$ cat config.mk
export PLATFORM = sky130hd
export DESIGN_NAME = ts_link_sequencer
export DESIGN_NICKNAME = d
export VERILOG_FILES = /design/src/rtl/ts_link_sequencer.sv
export SDC_FILE = /design/constraint.sdc
export NUM_CORES = 1
export LEC_CHECK = 0
export ABC_CLOCK_PERIOD_IN_PS = 2200
export BUFFER_PORTS_ARGS = -buffer_cell sky130_fd_sc_hd__buf_2
export CAP_MARGIN = 20
export CORE_MARGIN = 1
export CORE_UTILIZATION = 55
export CTS_BUF_LIST = sky130_fd_sc_hd__clkbuf_2 sky130_fd_sc_hd__clkbuf_4 sky130_fd_sc_hd__clkbuf_8
export DETAILED_ROUTE_END_ITERATION = 7
export GPL_TIMING_DRIVEN = 0
export PLACE_DENSITY = 0.76
export SLEW_MARGIN = 20
export SYNTH_ARGS = -nofsm -noshare
export SYNTH_HDL_FRONTEND = slang
export SYNTH_SLANG_ARGS = --single-unit
$ cat constraint.sdc
create_clock -name clk125 -period 2.2 [get_ports clk125]
set_input_delay 0.22 -clock clk125 [delete_from_list [all_inputs] [get_ports clk125]]
set_output_delay 0.22 -clock clk125 [all_outputs]
set_load 0.02 [all_outputs]
$ cat src/rtl/ts_link_sequencer.sv
// Bring-up sequencer for a two-link transceiver: resets the CPLL and both RX paths,
// checks comma/error health per link with polarity correction, and retries on failure.
module ts_link_sequencer #(
  parameter int CPLL_RST_CYCLES = 16,
  parameter int WAIT_TIMEOUT    = 125000,
  parameter int ALIGN_WINDOW    = 1024,
  parameter int MAX_ERR         = 4,
  parameter int MAX_RETRY       = 8
) (
  input  logic       clk125,
  input  logic       reset,
  input  logic       enable,
  input  logic       restart,
  input  logic [1:0] polarity_init,
  input  logic       cpll_locked,
  input  logic [1:0] rx_reset_done,
  input  logic [1:0] rx_err,
  input  logic [1:0] rx_comma,
  output logic       cpll_reset,
  output logic [1:0] reset_rx,
  output logic [1:0] polarity,
  output logic [1:0] link_up,
  output logic       failed,
  output logic [3:0] state,
  output logic [7:0] retry_count
);

  typedef enum logic [3:0] {
    S_IDLE      = 4'd0,
    S_CPLL_RST  = 4'd1,
    S_WAIT_CPLL = 4'd2,
    S_RX_RST    = 4'd3,
    S_WAIT_DONE = 4'd4,
    S_CHECK     = 4'd5,
    S_LOCKED    = 4'd6,
    S_FAIL      = 4'd7,
    S_RETRY     = 4'd8
  } state_e;

  // One shared cycle counter serves every timed state; size it for the longest limit.
  localparam int CNT_MAX_A = (WAIT_TIMEOUT > ALIGN_WINDOW) ? WAIT_TIMEOUT : ALIGN_WINDOW;
  localparam int CNT_MAX   = (CNT_MAX_A > CPLL_RST_CYCLES) ? CNT_MAX_A : CPLL_RST_CYCLES;
  localparam int CW        = $clog2(CNT_MAX + 1);

  localparam logic [CW-1:0] RST_LAST  = CW'(CPLL_RST_CYCLES - 1);
  localparam logic [CW-1:0] WAIT_LAST = CW'(WAIT_TIMEOUT - 1);
  localparam logic [CW-1:0] WIN_LAST  = CW'(ALIGN_WINDOW - 1);

  state_e          state_q, state_d;
  logic [CW-1:0]   cnt_q, cnt_d;
  logic [7:0]      err_q [2];
  logic [7:0]      err_d [2];
  logic [7:0]      err_cur [2];
  logic [1:0]      comma_q, comma_d, comma_cur;
  logic [1:0]      pol_q, pol_d;
  logic [7:0]      retry_q, retry_d, retry_inc;
  logic [1:0]      good;
  logic            err_hit;
  logic            win_end;
  logic            enter;

  logic            cpll_reset_q;
  logic [1:0]      reset_rx_q;
  logic [1:0]      link_up_q;
  logic            failed_q;

  always_comb begin
    win_end   = (cnt_q == WIN_LAST);
    comma_cur = comma_q | rx_comma;
    err_hit   = 1'b0;
    for (int i = 0; i < 2; i++) begin
      err_cur[i] = (rx_err[i] && err_q[i] != 8'hFF) ? err_q[i] + 8'd1 : err_q[i];
      good[i]    = (int'(err_cur[i]) < MAX_ERR) && comma_cur[i];
      if (int'(err_cur[i]) >= MAX_ERR) err_hit = 1'b1;
    end
    retry_inc = (retry_q == 8'hFF) ? 8'hFF : retry_q + 8'd1;
  end

  // Next-state logic; enable and restart override every state-internal transition.
  always_comb begin
    state_d = state_q;
    enter   = 1'b0;
    pol_d   = pol_q;
    retry_d = retry_q;
    if (!enable) begin
      state_d = S_IDLE;
      enter   = (state_q != S_IDLE);
    end else if (restart && state_q != S_IDLE) begin
      state_d = S_CPLL_RST;
      enter   = 1'b1;
    end else begin
      case (state_q)
        S_IDLE: begin
          state_d = S_CPLL_RST;
          enter   = 1'b1;
          pol_d   = polarity_init;
          retry_d = 8'd0;
        end
        S_CPLL_RST: if (cnt_q == RST_LAST) begin
          state_d = S_WAIT_CPLL;
          enter   = 1'b1;
        end
        S_WAIT_CPLL: if (cpll_locked) begin
          state_d = S_RX_RST;
          enter   = 1'b1;
        end else if (cnt_q == WAIT_LAST) begin
          state_d = S_RETRY;
          enter   = 1'b1;
        end
        S_RX_RST: if (cnt_q == RST_LAST) begin
          state_d = S_WAIT_DONE;
          enter   = 1'b1;
        end
        S_WAIT_DONE: if (rx_reset_done == 2'b11) begin
          state_d = S_CHECK;
          enter   = 1'b1;
        end else if (cnt_q == WAIT_LAST) begin
          state_d = S_RETRY;
          enter   = 1'b1;
        end
        S_CHECK: if (win_end) begin
          enter = 1'b1;
          if (&good) begin
            state_d = S_LOCKED;
          end else begin
            pol_d   = pol_q ^ ~good;
            state_d = S_RETRY;
          end
        end
        S_LOCKED: if (!cpll_locked || rx_reset_done != 2'b11 || err_hit) begin
          state_d = S_RETRY;
          enter   = 1'b1;
        end
        S_RETRY: begin
          retry_d = retry_inc;
          enter   = 1'b1;
          state_d = (int'(retry_inc) >= MAX_RETRY) ? S_FAIL : S_CPLL_RST;
        end
        S_FAIL:  state_d = S_FAIL;
        default: begin
          state_d = S_IDLE;
          enter   = 1'b1;
        end
      endcase
    end
  end

  // Counters restart on every transition; LOCKED also rolls them at each window end.
  always_comb begin
    if (enter || state_q == S_IDLE || state_q == S_FAIL ||
        (state_q == S_LOCKED && win_end))
      cnt_d = '0;
    else
      cnt_d = cnt_q + CW'(1);
    for (int i = 0; i < 2; i++) begin
      if (enter || win_end || !(state_q == S_CHECK || state_q == S_LOCKED)) begin
        err_d[i]   = 8'd0;
        comma_d[i] = 1'b0;
      end else begin
        err_d[i]   = err_cur[i];
        comma_d[i] = comma_cur[i];
      end
    end
  end

  // Output flops are loaded from the next state so they line up with the state register.
  always_ff @(posedge clk125) begin
    if (reset) begin
      state_q      <= S_IDLE;
      cnt_q        <= '0;
      err_q[0]     <= 8'd0;
      err_q[1]     <= 8'd0;
      comma_q      <= 2'b00;
      pol_q        <= 2'b00;
      retry_q      <= 8'd0;
      cpll_reset_q <= 1'b0;
      reset_rx_q   <= 2'b00;
      link_up_q    <= 2'b00;
      failed_q     <= 1'b0;
    end else begin
      state_q      <= state_d;
      cnt_q        <= cnt_d;
      err_q[0]     <= err_d[0];
      err_q[1]     <= err_d[1];
      comma_q      <= comma_d;
      pol_q        <= pol_d;
      retry_q      <= retry_d;
      cpll_reset_q <= (state_d == S_CPLL_RST);
      reset_rx_q   <= (state_d == S_CPLL_RST || state_d == S_WAIT_CPLL ||
                       state_d == S_RX_RST) ? 2'b11 : 2'b00;
      link_up_q    <= (state_d == S_LOCKED) ? 2'b11 : 2'b00;
      failed_q     <= (state_d == S_FAIL);
    end
  end

  assign cpll_reset  = cpll_reset_q;
  assign reset_rx    = reset_rx_q;
  assign polarity    = pol_q;
  assign link_up     = link_up_q;
  assign failed      = failed_q;
  assign state       = state_q;
  assign retry_count = retry_q;

endmodule
==> out/metrics.cfg <==
[placed_design]
hpwl_um = 5230
place_congestion = 0.899
dp_slack_ns = -0.413
dp_cells = 492
numPortBuffers = 32

[logic_synthesis]
avgSynthCellArea_um2 = 8.20
synth_edf_count = 0
synth_cell_types = 65
async_flop_share = 0
synth_flop_cell = dfxtp_1
syn_inst = 388
ys_seq_area_frac = 0.333
syn-num-nets = 405
ys.warnings.count = 0
synth_seq_cells = 53
synthesis.area_um2 = 3180

[route]
viasPerCell = 6.12
drtIter0Drc = 175
routed_wl_um = 8590
drc_errors = 0
firstDrtPassIters = 4
ant_nets = 0
vias = 3217
avgRoutedWirePerCell_um = 16.3

[die]
rows = 27
core_area_um2 = 5540
initial_core_util = 0.575
die_area_um2 = 6100
fp.dieW_um = 78.1
io_pins = 33
die-height_um = 78.1

[sta]
finalSetupViolCount = 38
slew_violations = 0
period_share = 1.06
timing.hold.ws_ns = 0.226
finClkSkew_ns = 0.00923
fin_crit_ns = 2.32
hold_viol_final = 0
clock.fmax_ghz = 0.430
relSlewSlack = 0.645
setup_tns_ns = -3.03
fin_ws_ns = -0.125
worst_pin_slew_ns = 0.533
rsz0062_at_grt = yes

[global_routing]
antenna_found_initial = 0
grt_pass1_wl_um = 13700
grt_pass1_vias = 2995
overflow = 0
grt_usage = 0.277
grt_max_degree = 16

[setup_path]
timing.rr.end = cnt_q[9]
r2r_start = err_q[0][10]
timing.reg2reg.setup_slack_ns = -0.12
crit_arrival_ns = 2.57
rr_worst_depth = 9
worstPathMaxFanout = 7
required_ns = 2.45
crit_type = register to register
end_kind = register
cp-start-kind = register

[worst_hold_path]
hold_depth = 2
hold_class = primary input to register
hold_end = polarity[0]
min-delay-start = reset

[cts]
htree_levels = 2
clock_path_buffers = 2
clk_pin_slew_worst_paths_ns = 0.10
cts_hold_buf = 0
clock_sinks = 53
cts_root_buf = clkbuf_8
tritoncts.num_buffers = 5
cts_tree = built
clk_latency_ns = 0.32

[cells_and_area]
antennaDiodeCount = 0
final_nets = 470
stdcell_count = 526
area_delta_synth_final_pct = 32.5
drive_gt1_frac = 0.370

[flow_run]
maxCapViolations = 0

[status]
outcome = finished with violations
violations = setup timing

[power]
p_per_area_nw_per_um2 = 436
leakagePower_nw = 1.55
max-vdd-ir-drop_mv = 0.379
total_power_mw = 1.84

==> sequential cells by signal, summed over array words and instances (netlist names) <==
signal and count:
retry_count 8, comma_q 2, state 4, cnt_q 17
err_q 16, cpll_reset 1, link_up 1, reset_rx 1
failed 1, polarity 2
==> layer usage <==
metal | wire (um) | vias up | GRT usage
met4 | 123 | 0 | 0.0907
met2 | 4400 | 102 | 0.483
met3 | 411 | 12 | 0.0453
li1 | - | 1557 | -
met5 | 0 | - | 0
met1 | 3650 | 1546 | 0.346
==> cell families after synthesis <==
family | count (synthesis) | synth area share
buffers and inverters | 31 | 0.0456
AO/OA/AOI/OAI | 67 | 0.156
XOR/XNOR | 22 | 0.0605
adder cells (fa/ha/maj) | 4 | 0.0157
flip-flops | 53 | 0.333
AND/OR/NAND/NOR | 206 | 0.372
multiplexers | 5 | 0.0161
==> cell type report <==
class                      instances  area (um^2)
buffer                            16         90.1
clock buffer                       7         90.1
clock inverter                     1         30.0
fill                             385         1320
inverter                          10         37.5
multi-input combinational        304         2330
sequential                        53         1090
tap                               72         90.1
timing repair buffer              63          459
==> placed cells by master, fill, tap and decap left out, drive strengths merged, types with 8 or more instances in the layout <==
cell    count
a21oi      19
and3       10
buf        68
clkbuf     18
dfxtp      53
inv        10
nand2      35
nand2b      8
nand3      25
nand4      10
nor2       46
nor3       27
o21ai      11
xor2       15
==> cell usage after synthesis (4+ instances only) <==
master / number / share of area
xor2_1: 15 / 0.041
and3_1: 10 / 0.020
buf_2: 5 / 0.0079
and4_1: 7 / 0.019
o21ai_0: 10 / 0.016
a22oi_1: 4 / 0.0094
clkbuf_1: 12 / 0.014
nand2_1: 35 / 0.041
xnor2_1: 7 / 0.019
a21oi_1: 18 / 0.028
nor3_2: 10 / 0.031
dfxtp_1: 53 / 0.33
nand2b_1: 8 / 0.016
inv_1: 10 / 0.012
a21o_1: 4 / 0.0094
ha_1: 4 / 0.016
nor2_1: 46 / 0.054
nand3_1: 23 / 0.036
mux2i_1: 4 / 0.013
a211oi_1: 4 / 0.0094
nand4_1: 9 / 0.018
nor3_1: 17 / 0.027
==> critical path: stages (launching register included) <==
cell,delay [ns]
dfxtp_4,0.39
nand4_1,0.14
or4b_4,0.57
a32oi_4,0.29
nand3_2,0.12
o21ai_4,0.21
buf_6,0.13
nand3_4,0.13
buf_6,0.19
nor2_2,0.09
==> metrics by stage <==
step	util	cell area, um^2
detailed placement	0.632	3500
global route	0.761	4220
global placement	0.632	3500
floorplan	-	3250
finish	0.761	4220
CTS	0.717	3970
==> where the power goes <==
part,internal [mW],total [mW],switching (mW)
sequential,0.959,0.963,0.00390
combinational,0.0656,0.162,0.0966
clock,0.384,0.716,0.332
==> worst max-delay path by stage <==
stage	slack (ns)	from	end
final	-0.12	err_q[0][10]	cnt_q[9]
after global routing	-0.18	err_q[0][10]	cnt_q[9]
after CTS	-0.14	err_q[0][8]	err_q[0][15]
after detailed placement	-0.41	cnt_q[0]	err_q[0][15]
after global placement	-0.37	cnt_q[0]	err_q[0][15]
after floorplan	0.03	cnt_q[1]	err_q[0][10]
==> timing repair <==
| action | 4_1_cts | 5_1_grt |
|---|---|---|
| endpoints found under the setup margin | 44 | 46 |
| endpoints found under the hold margin | 0 | 0 |
| gates resized for setup | 40 | 64 |
| cloned | 2 | 0 |
| pin swaps | 10 | 36 |
| buffers inserted | 22 | 8 |
(Power assumes the default switching activity.)
